==> src/rtl/prv_trap_pkg.sv <==
// prv_trap_pkg
// Shared types and helpers for the privileged trap sequencer:
//   trap_state_t - sequencer FSM states
//   trap_cause_t - captured trap identity (interrupt flag + cause code)
//   cause_width  - width of the externally visible cause field
// The optional WFI/SLEEP behaviour is enabled by defining PRV_TRAP_WFI_EN;
// the SLEEP encoding exists in every build so the state type is stable.
package prv_trap_pkg;

    typedef enum logic [2:0] {
        IDLE   = 3'd0,
        DRAIN  = 3'd1,
        INSERT = 3'd2,
        RET    = 3'd3,
        SLEEP  = 3'd4
    } trap_state_t;

    // Internal code field is fixed-width; the visible cause port is the low
    // cause_width() bits of it, so cause_width() must not exceed this.
    localparam int TRAP_CODE_W = 8;

    typedef struct packed {
        logic                   intr;
        logic [TRAP_CODE_W-1:0] code;
    } trap_cause_t;

    // $clog2 of the larger source count, never narrower than one bit.
    function automatic int cause_width(input int num_exc, input int num_int);
        int m;
        m = (num_exc > num_int) ? num_exc : num_int;
        return (m > 1) ? $clog2(m) : 1;
    endfunction

endpackage

==> src/rtl/prv_prio_enc.sv <==
// prv_prio_enc
// Lowest-index-wins priority encoder.
// Ports:
//   req   in  WIDTH  request vector
//   valid out 1      any request set
//   index out IDX_W  index of the lowest set request (0 when none)
module prv_prio_enc #(
    parameter int WIDTH = 16,
    parameter int IDX_W = (WIDTH > 1) ? $clog2(WIDTH) : 1
) (
    input  logic [WIDTH-1:0] req,
    output logic             valid,
    output logic [IDX_W-1:0] index
);

    // Scan from the top down so the last hit, the lowest index, sticks.
    always_comb begin
        valid = 1'b0;
        index = '0;
        for (int i = WIDTH - 1; i >= 0; i--) begin
            if (req[i]) begin
                valid = 1'b1;
                index = IDX_W'(i);
            end
        end
    end

endmodule

==> src/rtl/prv_trap_sequencer.sv <==
// prv_trap_sequencer
// Collects exception requests and interrupt lines, selects one trap
// (exceptions before interrupts, lowest index first inside each class),
// waits for the hazard unit to report a drained pipeline and then issues a
// single-cycle PC redirect together with the CSR-file latch strobe. Also
// sequences the mret redirect back to xepc.
//
// Optional build macro: PRV_TRAP_WFI_EN adds the wfi input and SLEEP state.
//
// Ports:
//   CLK, nRST     clock, asynchronous active-low reset
//   exc_valid     exception requests (index = cause code)
//   int_raw       raw interrupt lines, synchronous to CLK
//   int_enable    per-line interrupt enable
//   global_ie     global interrupt enable
//   pipe_clear    pipeline drained indication
//   epc_in        faulting/interrupted PC
//   badaddr_in    faulting address
//   mret          trap return request
//   xtvec         trap vector base; [1:0]=mode, 1 = vectored
//   xepc_r        return address used by mret
//   wfi           wait-for-interrupt request (PRV_TRAP_WFI_EN only)
//   insert_pc     one-cycle redirect strobe
//   priv_pc       redirect target, valid with insert_pc
//   intr          captured trap is an interrupt
//   trap_take     one-cycle CSR latch strobe
//   cause         captured cause code
//   trap_epc      captured epc
//   trap_badaddr  captured badaddr (0 for interrupts)
//   busy          sequencer not idle
//   wfi_stall     stall while sleeping (0 without PRV_TRAP_WFI_EN)
module prv_trap_sequencer
    import prv_trap_pkg::*;
#(
    parameter int                 NUM_EXC       = 16,
    parameter int                 NUM_INT       = 12,
    parameter int                 WORD_W        = 32,
    parameter logic [NUM_INT-1:0] INT_EDGE_MASK = '0
) (
    input  logic                                   CLK,
    input  logic                                   nRST,
    input  logic [NUM_EXC-1:0]                     exc_valid,
    input  logic [NUM_INT-1:0]                     int_raw,
    input  logic [NUM_INT-1:0]                     int_enable,
    input  logic                                   global_ie,
    input  logic                                   pipe_clear,
    input  logic [WORD_W-1:0]                      epc_in,
    input  logic [WORD_W-1:0]                      badaddr_in,
    input  logic                                   mret,
    input  logic [WORD_W-1:0]                      xtvec,
    input  logic [WORD_W-1:0]                      xepc_r,
`ifdef PRV_TRAP_WFI_EN
    input  logic                                   wfi,
`endif
    output logic                                   insert_pc,
    output logic [WORD_W-1:0]                      priv_pc,
    output logic                                   intr,
    output logic                                   trap_take,
    output logic [cause_width(NUM_EXC,NUM_INT)-1:0] cause,
    output logic [WORD_W-1:0]                      trap_epc,
    output logic [WORD_W-1:0]                      trap_badaddr,
    output logic                                   busy,
    output logic                                   wfi_stall
);

    localparam int CAUSE_W   = cause_width(NUM_EXC, NUM_INT);
    localparam int EXC_IDX_W = (NUM_EXC > 1) ? $clog2(NUM_EXC) : 1;
    localparam int INT_IDX_W = (NUM_INT > 1) ? $clog2(NUM_INT) : 1;

    trap_state_t state_reg, state_next;

    trap_cause_t       cap_reg;
    logic [WORD_W-1:0] epc_reg;
    logic [WORD_W-1:0] badaddr_reg;

    logic [NUM_INT-1:0] pending_reg, pending_next;
    logic [NUM_INT-1:0] int_eligible;
    logic               int_wake;

    logic                 exc_any, int_any;
    logic [EXC_IDX_W-1:0] exc_idx;
    logic [INT_IDX_W-1:0] int_idx;
    trap_cause_t          exc_sel, int_sel;

    logic              load;
    trap_cause_t       load_val;
    logic [WORD_W-1:0] vec_pc;

    // ------------------------------------------------------------------
    // Interrupt pending bits
    // ------------------------------------------------------------------
    for (genvar gi = 0; gi < NUM_INT; gi++) begin : g_pend
        if (INT_EDGE_MASK[gi]) begin : g_edge
            logic int_prev_reg;
            logic int_taken;

            // Clear only when this very interrupt is handed to the CSR file.
            assign int_taken = (state_reg == INSERT) && cap_reg.intr &&
                               (cap_reg.code == TRAP_CODE_W'(gi));

            always_ff @(posedge CLK or negedge nRST) begin
                if (!nRST) begin
                    int_prev_reg <= 1'b0;
                end else begin
                    int_prev_reg <= int_raw[gi];
                end
            end

            // A fresh rising edge wins over a simultaneous clear so it is
            // never lost.
            assign pending_next[gi] = (int_raw[gi] & ~int_prev_reg) |
                                      (pending_reg[gi] & ~int_taken);
        end else begin : g_level
            assign pending_next[gi] = int_raw[gi];
        end
    end

    always_ff @(posedge CLK or negedge nRST) begin
        if (!nRST) begin
            pending_reg <= '0;
        end else begin
            pending_reg <= pending_next;
        end
    end

    assign int_eligible = pending_reg & int_enable & {NUM_INT{global_ie}};
    // Wake-up from SLEEP deliberately ignores global_ie.
    assign int_wake     = |(pending_reg & int_enable);

    // ------------------------------------------------------------------
    // Priority selection
    // ------------------------------------------------------------------
    prv_prio_enc #(
        .WIDTH (NUM_EXC),
        .IDX_W (EXC_IDX_W)
    ) u_exc_enc (
        .req   (exc_valid),
        .valid (exc_any),
        .index (exc_idx)
    );

    prv_prio_enc #(
        .WIDTH (NUM_INT),
        .IDX_W (INT_IDX_W)
    ) u_int_enc (
        .req   (int_eligible),
        .valid (int_any),
        .index (int_idx)
    );

    assign exc_sel.intr = 1'b0;
    assign exc_sel.code = TRAP_CODE_W'(exc_idx);
    assign int_sel.intr = 1'b1;
    assign int_sel.code = TRAP_CODE_W'(int_idx);

    // Vectored mode adds 4*cause for interrupts only; wraps naturally.
    always_comb begin
        vec_pc = {xtvec[WORD_W-1:2], 2'b00};
        if ((xtvec[1:0] == 2'b01) && cap_reg.intr) begin
            vec_pc = vec_pc + (WORD_W'(cap_reg.code) << 2);
        end
    end

    // ------------------------------------------------------------------
    // Sequencer FSM
    // ------------------------------------------------------------------
    always_ff @(posedge CLK or negedge nRST) begin
        if (!nRST) begin
            state_reg <= IDLE;
        end else begin
            state_reg <= state_next;
        end
    end

    always_comb begin
        state_next = state_reg;
        load       = 1'b0;
        load_val   = exc_sel;
        insert_pc  = 1'b0;
        trap_take  = 1'b0;
        priv_pc    = '0;

        case (state_reg)
            IDLE: begin
                if (exc_any) begin
                    state_next = DRAIN;
                    load       = 1'b1;
                    load_val   = exc_sel;
                end else if (int_any) begin
                    state_next = DRAIN;
                    load       = 1'b1;
                    load_val   = int_sel;
                end else if (mret) begin
                    state_next = RET;
`ifdef PRV_TRAP_WFI_EN
                // Not sleeping while a wake source is already present keeps
                // a held wfi from bouncing between IDLE and SLEEP.
                end else if (wfi && !int_wake) begin
                    state_next = SLEEP;
`endif
                end
            end

            // Captured trap is frozen here; new requests wait for IDLE.
            DRAIN: begin
                if (pipe_clear) begin
                    state_next = INSERT;
                end
            end

            INSERT: begin
                insert_pc  = 1'b1;
                trap_take  = 1'b1;
                priv_pc    = vec_pc;
                state_next = IDLE;
            end

            RET: begin
                insert_pc  = 1'b1;
                priv_pc    = xepc_r;
                state_next = IDLE;
            end

            SLEEP: begin
`ifdef PRV_TRAP_WFI_EN
                if (exc_any) begin
                    state_next = DRAIN;
                    load       = 1'b1;
                    load_val   = exc_sel;
                end else if (int_wake) begin
                    if (global_ie) begin
                        state_next = DRAIN;
                        load       = 1'b1;
                        load_val   = int_sel;
                    end else begin
                        state_next = IDLE;
                    end
                end
`else
                state_next = IDLE;
`endif
            end

            default: state_next = IDLE;
        endcase
    end

    // ------------------------------------------------------------------
    // Captured trap registers
    // ------------------------------------------------------------------
    always_ff @(posedge CLK or negedge nRST) begin
        if (!nRST) begin
            cap_reg     <= '0;
            epc_reg     <= '0;
            badaddr_reg <= '0;
        end else if (load) begin
            cap_reg     <= load_val;
            epc_reg     <= epc_in;
            badaddr_reg <= load_val.intr ? '0 : badaddr_in;
        end
    end

    assign intr         = cap_reg.intr;
    assign cause        = cap_reg.code[CAUSE_W-1:0];
    assign trap_epc     = epc_reg;
    assign trap_badaddr = badaddr_reg;
    assign busy         = (state_reg != IDLE);

`ifdef PRV_TRAP_WFI_EN
    assign wfi_stall = (state_reg == SLEEP);
`else
    assign wfi_stall = 1'b0;
`endif

endmodule

==> config.mk <==
export PLATFORM = sky130hd
export DESIGN_NAME = prv_trap_sequencer
export DESIGN_NICKNAME = d
export VERILOG_FILES = /design/src/rtl/prv_trap_pkg.sv /design/src/rtl/prv_prio_enc.sv /design/src/rtl/prv_trap_sequencer.sv
export SDC_FILE = /design/constraint.sdc
export NUM_CORES = 1
export LEC_CHECK = 0
export ABC_CLOCK_PERIOD_IN_PS = 3100
export BUFFER_PORTS_ARGS = -buffer_cell sky130_fd_sc_hd__buf_4
export CORE_AREA = 2 2 108 110
export CTS_CLUSTER_SIZE = 14
export DETAILED_ROUTE_END_ITERATION = 6
export DIE_AREA = 0 0 110 112
export PLACE_DENSITY = 0.75
export RECOVER_POWER = 25
export SLEW_MARGIN = 20
export SYNTH_ARGS = -nofsm -noshare
export SYNTH_HDL_FRONTEND = slang
export SYNTH_HIERARCHICAL = 1
export SYNTH_SLANG_ARGS = --single-unit
==> constraint.sdc <==
create_clock -name CLK -period 3.1 [get_ports CLK]
set_input_delay 0.62 -clock CLK [delete_from_list [all_inputs] [get_ports CLK]]
set_output_delay 0.62 -clock CLK [all_outputs]
set_load 0.02 [all_outputs]
; ---- Yosys cells after proc, flatten, opt, wreduce, memory -nomap -nowiden
; Index checks and enable logic that the tools add are counted.
[word_totals]
out_inout_bits = 105
regBits = 88
word_cells = 92
input_bits = 173
[op_classes]
addsub = 1
n_eq_ne = 6
n_reduce_logical = 5
n_bitwise = 2
mux = 72
[op_table]
columns = op, count
row1 = $mux 4, 28
row2 = $mux 32, 2
row3 = $pmux 32 s2, 1
row4 = $mux 1, 33
row5 = $add 32x10->32, 1
row6 = $mux 9, 3
row7 = $and 12x12->12, 2
row8 = $mux 3, 4
row9 = $eq 3x2->1 const B, 2
row10 = $pmux 3 s2, 1
row11 = $ne 4x4->1 const B, 1
row12 = $eq 3x1->1 const B, 1
row13 = $logic_not 3->1, 1
row14 = $reduce_bool 3->1, 1
row15 = $eq 2x1->1 const B, 1
row16 = $ne 2x2->1 const B, 1
row17 = $reduce_and 2->1, 1
row18 = $reduce_or 2->1, 1
row19 = $logic_and 1x1->1, 1

; ---- Logic depth before layout (Yosys ltp)
; Gate-level depths: netlist (run 1).
[depth]
word_depth = 20
depth_mapped = 8
depth_no_buf = 7

; ---- Cells and area by module
; The synthesis (run 1) kept the hierarchy.
[by_module_without_submodules]
columns = mod, seq_area_each_um2, n_inst, area_per_inst_um2, cells_each
row1 = prv_trap_sequencer, 2077.0, 1, 4125.2, 377
row2 = prv_prio_enc at u_exc_enc, 0.0, 1, 178.9, 33
row3 = prv_prio_enc at u_int_enc, 0.0, 1, 128.9, 22

; ---- Least setup slack after synthesis (run 1)
; OpenSTA, ideal clock, no wires.
[synth_path]
path_kind = in2out
from = input xtvec[2]
to = output priv_pc[30]
required_ns = 2.480
arrival_ns = 2.294
stages = 7
path_slack_ns = 0.186
n_path_buf = 0
path_cell_list = ha_1 fa_1 a211oi_1 nor2_1 nand3_2 or3_1 a31oi_1
[synth_via]
elab_chain_cells = 3
[synth_lines]
columns = item, line
row1 = "start, declared", prv_trap_sequencer.sv:50  ; input logic [WORD_W-1:0] xtvec,
row2 = $add 32x10->32, prv_trap_sequencer.sv:160  ; vec_pc = vec_pc + (WORD_W'(cap_reg.code) << 2);
row3 = $mux 32, prv_trap_sequencer.sv:159  ; if ((xtvec[1:0] == 2'b01) && cap_reg.intr) begin
row4 = $pmux 32 s2, prv_trap_sequencer.sv:183  ; case (state_reg)
row5 = "end, declared", prv_trap_sequencer.sv:56  ; output logic [WORD_W-1:0] priv_pc,
; No other way between the ends.

; ---- Worst setup path in the final report (run 1)
[layout_path]
from = register cap_reg (netlist bit cause[3])
to = output priv_pc[29]
[layout_via]
elab_chain_cells = 3
[layout_lines]
columns = item, line
row1 = "start, declared", prv_trap_sequencer.sv:72  ; trap_cause_t cap_reg;
row2 = "start signal, assigned", prv_trap_sequencer.sv:257  ; cap_reg <= load_val;
row3 = $add 32x10->32, prv_trap_sequencer.sv:160
row4 = $mux 32, prv_trap_sequencer.sv:159
row5 = $pmux 32 s2, prv_trap_sequencer.sv:183
; No other way between the ends.

==> impl_metrics.py, run 1 <==
metrics = {
    "outcome": {
        "status": "complete, but fails checks",
        "violations": "capacitance limit, slew limit",
    },
    "clock_network": {
        "clkLatencyLatePin_ns": 0.33,
        "cts_root_buf": "clkbuf_16",
        "h-tree-depth": 3,
        "cts_tree": "built",
        "cts_inserted_buffers": 9,
        "hold_buffers": 0,
        "clock_sinks": 83,
        "clk_pin_slew_worst_paths_ns": 0.07,
        "clk_path_buf_depth": 2,
    },
    "synthesis": {
        "syn_area_per_cell_um2": 10.3,
        "async_flop_share": 1.00,
        "synth_most_common_cell": "dfrtp_1",
        "ys_warn_count": 6,
        "synth_edf_count": 0,
        "ys.flop_type": "dfrtp_1",
        "yosysSeqAreaShare": 0.469,
        "synthCells": 432,
        "yosysTopAreaCellShare": 0.469,
        "syn-cell-area_um2": 4430,
        "synth_area_leaders": "dfrtp_1 47%, mux2_2 8.1%, a22o_1 6.3%, o21ai_0 4.3%, a21oi_1 3.7%",
        "post-synth-top-area-cell": "dfrtp_1",
        "ys_ff_latch": 83,
        "synth_common_cells": "83 x dfrtp_1, 38 x o21ai_0, 33 x a21oi_1",
        "synthDistinctLibCells": 48,
        "syn_nets": 610,
    },
    "setup_path": {
        "crit_arrival_ns": 2.39,
        "r2r_start": "pending_reg[8]$_DFF_PN0_",
        "slowest_stage": "dfrtp_1",
        "r2r_slack_ns": 0.73,
        "path_common_cell": "buf_4",
        "startpoint_type": "flop",
        "r2r_cells": 6,
        "criticalPathCategory": "flop to primary output",
        "cp_num_buf_inv": 3,
        "rr_endpoint": "trap_epc[10]$_DFFE_PN0P_",
        "required_ns": 2.48,
        "path_delay_family": "simple AND/OR/NAND/NOR gates",
        "worst-path-max-fanout": 4,
        "cp-end-kind": "primary output",
        "crit_path_cell_trace": "ha_4 > buf_4 > nand3_2 > o22ai_1 > buf_4 > nand3_4 > or3_1 > a31oi_1 > buf_4",
        "critPathMaxStageDelay_ns": 0.43,
    },
    "global_routing": {
        "overflow": 0,
        "grt_max_degree": 84,
        "first_global_vias": 4468,
        "track_usage": 0.230,
        "antenna_found_initial": 0,
        "grt_pass1_wl_um": 21900,
    },
    "sta": {
        "final-hold-violation-count": 0,
        "fin_skew_ns": 0.00767,
        "period_needed_ns": 3.01,
        "maxSlewHeadroom": -0.366,
        "rsz0062_at_grt": "yes",
        "finalSetupTns_ns": 0,
        "worst_pin_slew_ns": 2.05,
        "fin_ws_ns": 0.0889,
        "finalSetupViolations": 0,
        "fmax_mhz": 332,
        "drv_slew": 84,
        "post-route-period-util": 0.971,
    },
    "floorplan": {
        "num_rows": 39,
        "die_w_um": 110,
        "core_um2": 11200,
        "chipHeight_um": 112,
        "pin_count": 278,
        "start_util": 0.397,
        "dieArea_um2": 12300,
    },
    "hold_path": {
        "min_from": "int_raw[4]",
        "hold_path_end": "pending_reg[4]$_DFF_PN0_",
        "worstHoldPathCells": 1,
        "hold_path.class": "primary input to flop",
    },
    "cells_and_area": {
        "final_area_um2": 7070,
        "nNetsFinal": 885,
        "diodes": 0,
        "syn_to_final_growth_pct": 59.4,
        "layout-drive-gt1-share": 0.508,
    },
    "route": {
        "totalWireLength_um": 14600,
        "via_per_inst": 5.22,
        "drcViolationCount": 0,
        "drt_iter0_markers": 184,
        "ant_nets": 0,
        "wl_per_cell_um": 17.1,
        "firstDrtPassIters": 4,
        "num_vias": 4465,
    },
    "power_and_ir_drop": {
        "total_power_mw": 4.51,
        "p_leak_nw": 3.43,
        "p_per_area_nw_per_um2": 638,
        "irDropWorstVdd_mv": 0.551,
    },
    "place": {
        "place_congestion": 0.938,
        "port_buffers": 276,
        "place_area_um2": 6670,
        "pre_cts_slack_ns": -0.0776,
        "dp_hpwl_um": 11300,
    },
    "job": {
        "maxCapViolCount": 1,
    },
}
## layout make-up
type                            instances  area [um2]
Multi-Input combinational cell        310        2280
Timing Repair Buffer                  292        2200
Sequential cell                        83        2080
Inverter                               11        41.3
Clock inverter                          6        47.5
Fill cell                             917        4110
Clock buffer                           10         239
Tap cell                              143         179
## how the worst max path moves through the flow
stage	startpoint	end	slack [ns]	depth (start not counted)
after detailed placement	xtvec[2]	priv_pc[30]	-0.08	9
final	cause[3]$_DFFE_PN0P_	priv_pc[29]	0.09	9
after global routing	cause[3]$_DFFE_PN0P_	priv_pc[29]	-0.02	9
after global placement	xtvec[2]	priv_pc[30]	0.001	9
after CTS	cause[2]$_DFFE_PN0P_	priv_pc[29]	0.003	9
after floorplan	xtvec[2]	priv_pc[30]	0.19	7
## through the flow
step                      cells  hold slack (ns)  utilization
after floorplan             432            0.324            -
after global placement      833            0.490        0.597
after detailed placement    833            0.492        0.597
after CTS                   849            0.375        0.623
after global routing        855            0.397        0.632
final                       855            0.411        0.632
## placed cells by master, fill, tap and decap left out, types with 4 or more instances in the layout
cell type,Yosys,routed
buf_4,1,278
dfrtp_1,83,82
o21ai_0,38,38
a21oi_1,33,32
mux2_2,32,32
a22o_1,32,32
nand2_1,21,21
and3_1,20,20
xor2_1,18,18
nor2_1,17,16
clkbuf_4,0,12
inv_1,10,10
nand4_1,10,10
clkbuf_16,0,9
nand3_1,10,8
mux2i_1,7,7
xnor2_1,6,6
nor3_1,6,6
nor2b_1,5,5
a31oi_1,5,5
or3_1,4,4
nor4_2,4,4
## per-layer routing
layer | wire [um] | GRT usage
met5 | 0 | 0
met4 | 289 | 0.0920
met3 | 1450 | 0.0708
met2 | 7630 | 0.422
met1 | 5250 | 0.237
## power breakdown
| part | internal [mW] | leakage, nW | switching [mW] |
|---|---|---|---|
| registers | 1.39 | 0.996 | 0.202 |
| clock network | 0.572 | 0.139 | 0.447 |
| logic | 0.910 | 2.30 | 0.993 |
## cells by family (layout without fill, tap and decap cells)
family                     Yosys count  after routing  share of synthesized area
AOI/OAI and AO/OA                  126            126                      0.181
and+or+nand+nor                    115            115                      0.154
DFF                                 83             83                      0.469
muxes                               39             39                     0.0971
buffers and inverters               39            319                     0.0353
xor gates and xnor gates            24             24                     0.0474
adders and majority gates            5              5                     0.0158
other                                1              1                   0.000846
## worst reg2reg max path: stages, from the launching register on
cell,delay [ns]
dfrtp_1,0.37
and3_1,0.20
nor4_1,0.45
nand3_1,0.26
o21ai_4,0.23
buf_12,0.32
mux2_2,0.42
## what timing repair did
| item | in CTS | in global routing |
|---|---|---|
| pin swaps | 0 | 5 |
| buffers inserted | 0 | 6 |
| endpoints found under the setup margin | 8 | 19 |
| resized for setup | 2 | 10 |
Note: power is estimated with default switching activity, not from simulation.
==> run 2: changes to the inputs <==
- PLACE_DENSITY: 0.75 -> 0.76
- SYNTH_HIERARCHICAL: 1 -> unset
==> run 2 against run 1 <==
Compared with the run above:
- the run still ends with capacitance limit, slew limit left
- first-iteration DRC count increased by 48%
- via count about the same
- die area unchanged
- power increased by 8.1%
- sequential cell count unchanged
- fmax decreased by 1.2%
- worst hold slack improved by 0.0049 ns
- non-clock buffer count increased by 8
- sequential share of layout area decreased by 0.81 points
- critical path type is now primary input to primary output
==> impl_metrics.py, run 2 <==
metrics = {
    "route": {
        "wl_per_cell_um": 17.0,
        "totalWireLength_um": 14700,
        "ant_nets": 0,
        "drt_iter0_markers": 272,
        "firstDrtPassIters": 4,
        "drcViolationCount": 0,
        "via_per_inst": 5.17,
        "num_vias": 4462,
    },
    "synthesis": {
        "syn_area_per_cell_um2": 10.6,
        "ys_ff_latch": 83,
        "synth_area_leaders": "dfrtp_1 46%, mux2_2 8.0%, a22o_1 7.0%, a21oi_1 3.8%, o21ai_0 3.4%",
        "synth_edf_count": 0,
        "post-synth-top-area-cell": "dfrtp_1",
        "syn_nets": 605,
        "yosysTopAreaCellShare": 0.460,
        "synthDistinctLibCells": 61,
        "synth_common_cells": "83 x dfrtp_1, 36 x a22o_1, 34 x a21oi_1",
        "yosysSeqAreaShare": 0.460,
        "syn-cell-area_um2": 4520,
        "ys.flop_type": "dfrtp_1",
        "ys_warn_count": 0,
        "synth_most_common_cell": "dfrtp_1",
        "async_flop_share": 1.00,
        "synthCells": 427,
    },
    "sta": {
        "rsz0062_at_grt": "yes",
        "drv_slew": 84,
        "maxSlewHeadroom": -0.343,
        "fin_skew_ns": 0.0130,
        "fmax_mhz": 328,
        "post-route-period-util": 0.984,
        "final-hold-violation-count": 0,
        "worst_pin_slew_ns": 2.02,
        "finalSetupViolations": 0,
        "period_needed_ns": 3.05,
        "fin_ws_ns": 0.0510,
    },
    "clock_network": {
        "clk_pin_slew_worst_paths_ns": 0.06,
        "h-tree-depth": 3,
        "cts_tree": "built",
        "cts_root_buf": "clkbuf_16",
        "clk_path_buf_depth": 2,
        "cts_inserted_buffers": 9,
        "clkLatencyLatePin_ns": 0.33,
        "clock_sinks": 83,
    },
    "power_and_ir_drop": {
        "p_sw_frac": 0.365,
        "p_leak_nw": 3.47,
        "p_per_area_nw_per_um2": 671,
        "irDropWorstVdd_mv": 0.551,
        "p_comb_frac": 0.445,
        "switchingPower_mw": 1.78,
        "p_clk_frac": 0.225,
        "internal_power_mw": 3.09,
        "pwr-share-seq": 0.330,
    },
    "cells_and_area": {
        "layoutNonFillerInstCount": 863,
        "nNetsFinal": 893,
        "most-common-layout-cells": "283 x buf_4, 83 x dfrtp_1, 36 x a22o_1",
        "layout-drive-gt1-share": 0.539,
        "syn_to_final_growth_pct": 60.7,
        "diodes": 0,
        "final_common_cell": "buf_4",
    },
    "global_routing": {
        "first_global_vias": 4536,
        "track_usage": 0.232,
        "overflow": 0,
        "antenna_found_initial": 0,
        "grt_max_degree": 84,
        "grt_pass1_wl_um": 22200,
    },
    "setup_path": {
        "cp-end-kind": "primary output",
        "startpoint_type": "primary input",
        "worst-path-max-fanout": 7,
        "crit_arrival_ns": 2.43,
        "criticalPathCategory": "primary input to primary output",
        "required_ns": 2.48,
    },
    "floorplan": {
        "chipHeight_um": 112,
        "die_w_um": 110,
        "num_rows": 39,
        "core_um2": 11200,
        "pin_count": 278,
        "dieArea_um2": 12300,
        "start_util": 0.404,
    },
    "outcome": {
        "status": "complete, but fails checks",
        "violations": "capacitance limit, slew limit",
    },
    "job": {
        "maxCapViolCount": 1,
    },
    "hold_path": {
        "hold_path.class": "primary input to flop",
    },
    "place": {
        "place_congestion": 0.885,
        "pre_cts_slack_ns": -0.266,
        "port_buffers": 276,
        "numPlacedInstances": 845,
        "dp_hpwl_um": 11500,
    },
}
-- run 2: critical path: stages --
cell     delay (ns)
buf_4          0.09
ha_2           0.17
inv_2          0.04
fa_2           0.38
nor2b_4        0.15
o21ai_4        0.09
a21o_4         0.26
buf_4          0.16
nor2_4         0.08
xnor2_1        0.08
a21oi_1        0.13
buf_4          0.17
-- run 2: cell type report --
class	count	area [um2]
fillers	866	3910
multi-input cells	308	2380
repair buffers	300	2260
flip-flops and latches	83	2080
clock buffers	10	239
well taps	143	179
clock inverters	6	72.6
inverters	13	48.8
-- run 2: power by group through the flow --
stage	Clock [mW]	Combinational, mW	Sequential [mW]
floorplan	0	0.756	1.96
global route	1.18	2.30	1.64
global placement	0	2.07	1.59
detailed placement	0	2.11	1.61
finish	1.10	2.17	1.61
CTS	1.12	2.13	1.60
-- run 2: path summary, 6_finish.rpt --
kind | slack (ns) | to | from | cells after the start
setup / recovery | 0.05 | priv_pc[18] | xtvec[2] | 12
hold / removal | 0.42 | pending_reg[2]$_DFF_PN0_ | int_raw[2] | 1
setup reg to reg | 0.68 | trap_badaddr[14]$_DFFE_PN0P_ | pending_reg[4]$_DFF_PN0_ | 6
hold reg to reg | 0.51 | trap_epc[16]$_DFFE_PN0P_ | trap_epc[16]$_DFFE_PN0P_ | 1
min in group asynchronous | 0.85 | trap_epc[7]$_DFFE_PN0P_ | nRST | 1
max in group asynchronous | 1.06 | state_reg[0]$_DFFE_PN0P_ | nRST | 1
-- run 2: kinds of logic (layout without fill, tap and decap cells) --
family | count (synthesis) | in the layout | share of synthesized area
AOI/OAI and AO/OA | 135 | 135 | 0.209
and+or+nand+nor | 109 | 109 | 0.136
DFF | 83 | 83 | 0.460
buffers and inverters | 36 | 329 | 0.0484
muxes | 33 | 33 | 0.0820
xor gates and xnor gates | 25 | 25 | 0.0484
adders and majority gates | 5 | 5 | 0.0155
other | 1 | 1 | 0.000830
-- run 2: routing by layer --
metal / track usage / vias up / share of wire
met1: 0.239 / 2090 / 0.35
met5: 0 / - / 0
met4: 0.0810 / 0 / 0.017
li1: - / 2141 / -
met2: 0.421 / 213 / 0.53
met3: 0.0867 / 18 / 0.10
-- run 2: timing repair --
action,in CTS,in global routing
hold buffers,0,0
setup buffers,1,3
pin swaps,3,25
resized for setup,8,26
setup endpoints to repair,13,15
cloned,0,0
-- run 2: through the flow --
stage | utilization | setup TNS, ns | instance area [um2] | hold slack (ns) | power, mW
after floorplan | - | 0 | 4530 | 0.324 | 2.72
after global placement | 0.607 | -1.47 | 6780 | 0.489 | 3.66
after detailed placement | 0.607 | -1.82 | 6780 | 0.495 | 3.71
after CTS | 0.638 | 0 | 7130 | 0.380 | 4.85
after global routing | 0.650 | -0.344 | 7260 | 0.396 | 5.12
final | 0.650 | 0 | 7260 | 0.416 | 4.88
==> run 3: changes to the inputs <==
- PLACE_DENSITY: 0.76 -> 0.75
- TNS_END_PERCENT: unset -> 30
==> run 3 against run 2 <==
Compared with the run above:
- the flow still finishes with violations (capacitance limit, slew limit)
- clock skew down 0.0050 ns
- global-route usage down 0.36 points
- final cell count down 0.70%
- sequential power about the same
- setup slack worse by 0.0070 ns
- routed wire length down 2.5%
- non-clock buffer count down 6
- via count down 1.0%
- power down 1.4%
- sequential share of layout area up 0.57 points
- die area unchanged
==> impl_metrics.py, run 3 (synthesized netlist as in run 2, its figures left out) <==
metrics = {
    "sta": {
        "post-route-period-util": 0.986,
        "maxSlewHeadroom": -0.357,
        "worst_pin_slew_ns": 2.04,
        "finalSetupTns_ns": 0,
        "finalSetupViolations": 0,
        "final-hold-violation-count": 0,
        "fin_skew_ns": 0.00797,
        "period_needed_ns": 3.06,
        "fmax_mhz": 327,
        "drv_slew": 84,
        "fin_ws_ns": 0.0440,
        "rsz0062_at_grt": "yes",
    },
    "floorplan": {
        "pin_count": 278,
        "core_um2": 11200,
        "start_util": 0.404,
        "die_w_um": 110,
        "chipHeight_um": 112,
        "dieArea_um2": 12300,
        "num_rows": 39,
    },
    "route": {
        "via_per_inst": 5.15,
        "totalWireLength_um": 14300,
        "ant_nets": 0,
        "firstDrtPassIters": 5,
        "drcViolationCount": 0,
        "drt_iter0_markers": 217,
        "num_vias": 4417,
        "wl_per_cell_um": 16.7,
    },
    "place": {
        "place_congestion": 0.854,
        "place_area_um2": 6730,
        "port_buffers": 276,
        "pre_cts_slack_ns": -0.159,
        "dp_hpwl_um": 11400,
    },
    "setup_path": {
        "path_delay_family": "compound AO/OA/AOI/OAI gates",
        "required_ns": 2.48,
        "startpoint_type": "primary input",
        "critPathMaxStageDelay_ns": 0.34,
        "criticalPathCategory": "primary input to primary output",
        "crit_arrival_ns": 2.44,
        "slowest_stage": "fa_2",
        "crit_path_cell_trace": "buf_4 > ha_2 > inv_2 > fa_2 > nor2b_2 > o21ai_2 > a21o_4 > or3_1 > a31oi_1 > buf_4",
        "cp_num_buf_inv": 3,
        "worst-path-max-fanout": 8,
        "cp-end-kind": "primary output",
        "path_common_cell": "buf_4",
    },
    "cells_and_area": {
        "diodes": 0,
        "layout-drive-gt1-share": 0.522,
        "most-common-layout-cells": "280 x buf_4, 80 x dfrtp_1, 36 x a22o_1",
        "final_area_um2": 7130,
        "syn_to_final_growth_pct": 57.8,
        "final_common_cell": "buf_4",
        "nNetsFinal": 887,
        "fin_util": 0.638,
    },
    "outcome": {
        "status": "complete, but fails checks",
        "violations": "capacitance limit, slew limit",
    },
    "global_routing": {
        "grt_max_degree": 84,
        "overflow": 0,
        "track_usage": 0.228,
        "grt_pass1_wl_um": 21800,
        "antenna_found_initial": 0,
        "first_global_vias": 4539,
    },
    "power_and_ir_drop": {
        "p_per_area_nw_per_um2": 674,
        "total_power_mw": 4.80,
        "p_leak_nw": 3.43,
        "irDropWorstVdd_mv": 0.512,
    },
    "clock_network": {
        "cts_inserted_buffers": 9,
        "hold_buffers": 0,
        "clk_path_buf_depth": 2,
        "h-tree-depth": 3,
        "clk_pin_slew_worst_paths_ns": 0.06,
        "clkLatencyLatePin_ns": 0.34,
        "clock_sinks": 83,
        "cts_root_buf": "clkbuf_16",
        "cts_tree": "built",
    },
    "hold_path": {
        "hold_path.class": "primary input to flop",
    },
    "job": {
        "maxCapViolCount": 1,
    },
}
## run 3: final cells by class
class | instances | area (um2)
Clock buffer | 10 | 229
Multi-Input combinational cell | 308 | 2320
Clock inverter | 6 | 71.3
Tap cell | 143 | 179
Timing Repair Buffer | 294 | 2210
Inverter | 13 | 48.8
Sequential cell | 83 | 2080
Fill cell | 901 | 4040
## run 3: per-stage QoR
stage | hold WS [ns] | instances
2_1_floorplan | 0.324 | 427
4_1_cts | 0.375 | 857
5_1_grt | 0.389 | 857
3_5_place_dp | 0.494 | 840
6_report | 0.408 | 857
3_3_place_gp | 0.490 | 840
## run 3: worst register-to-register path, delay by kind of cell (launching register included)
kind	cells	cell delay [ns]
multiplexers	1	0.44
AND/OR/NAND/NOR	2	0.61
flip-flops	1	0.38
AO/OA/AOI/OAI	2	0.79
## run 3: layer usage
layer,up-vias,GRT usage,share of wire
met5,-,0,0
met4,0,0.0979,0.032
met3,26,0.0732,0.096
met2,200,0.411,0.52
met1,2058,0.238,0.35
li1,2133,-,-
## run 3: final timing paths
| check | from | to | slack, ns | cells after the start |
|---|---|---|---|---|
| setup / recovery | xtvec[2] | priv_pc[22] | 0.04 | 10 |
| hold / removal | int_raw[9] | pending_reg[9]$_DFF_PN0_ | 0.41 | 1 |
| setup reg to reg | pending_reg[4]$_DFF_PN0_ | trap_epc[26]$_DFFE_PN0P_ | 0.77 | 5 |
| hold reg to reg | trap_badaddr[21]$_DFFE_PN0P_ | trap_badaddr[21]$_DFFE_PN0P_ | 0.51 | 1 |
| max in group asynchronous | nRST | cause[2]$_DFFE_PN0P_ | 0.89 | 1 |
| min in group asynchronous | nRST | trap_epc[7]$_DFFE_PN0P_ | 0.87 | 1 |
## run 3: what timing repair did
item,CTS,global route
gates resized for setup,6,14
setup buffers,1,1
setup endpoints to repair,14,19
pin swaps,2,15
## run 3: power breakdown
part | total (mW) | internal, mW | switching [mW]
sequential | 1.61 | 1.40 | 0.207
clock | 1.08 | 0.633 | 0.445
combinational | 2.12 | 1.01 | 1.11
total | 4.80 | 3.04 | 1.76
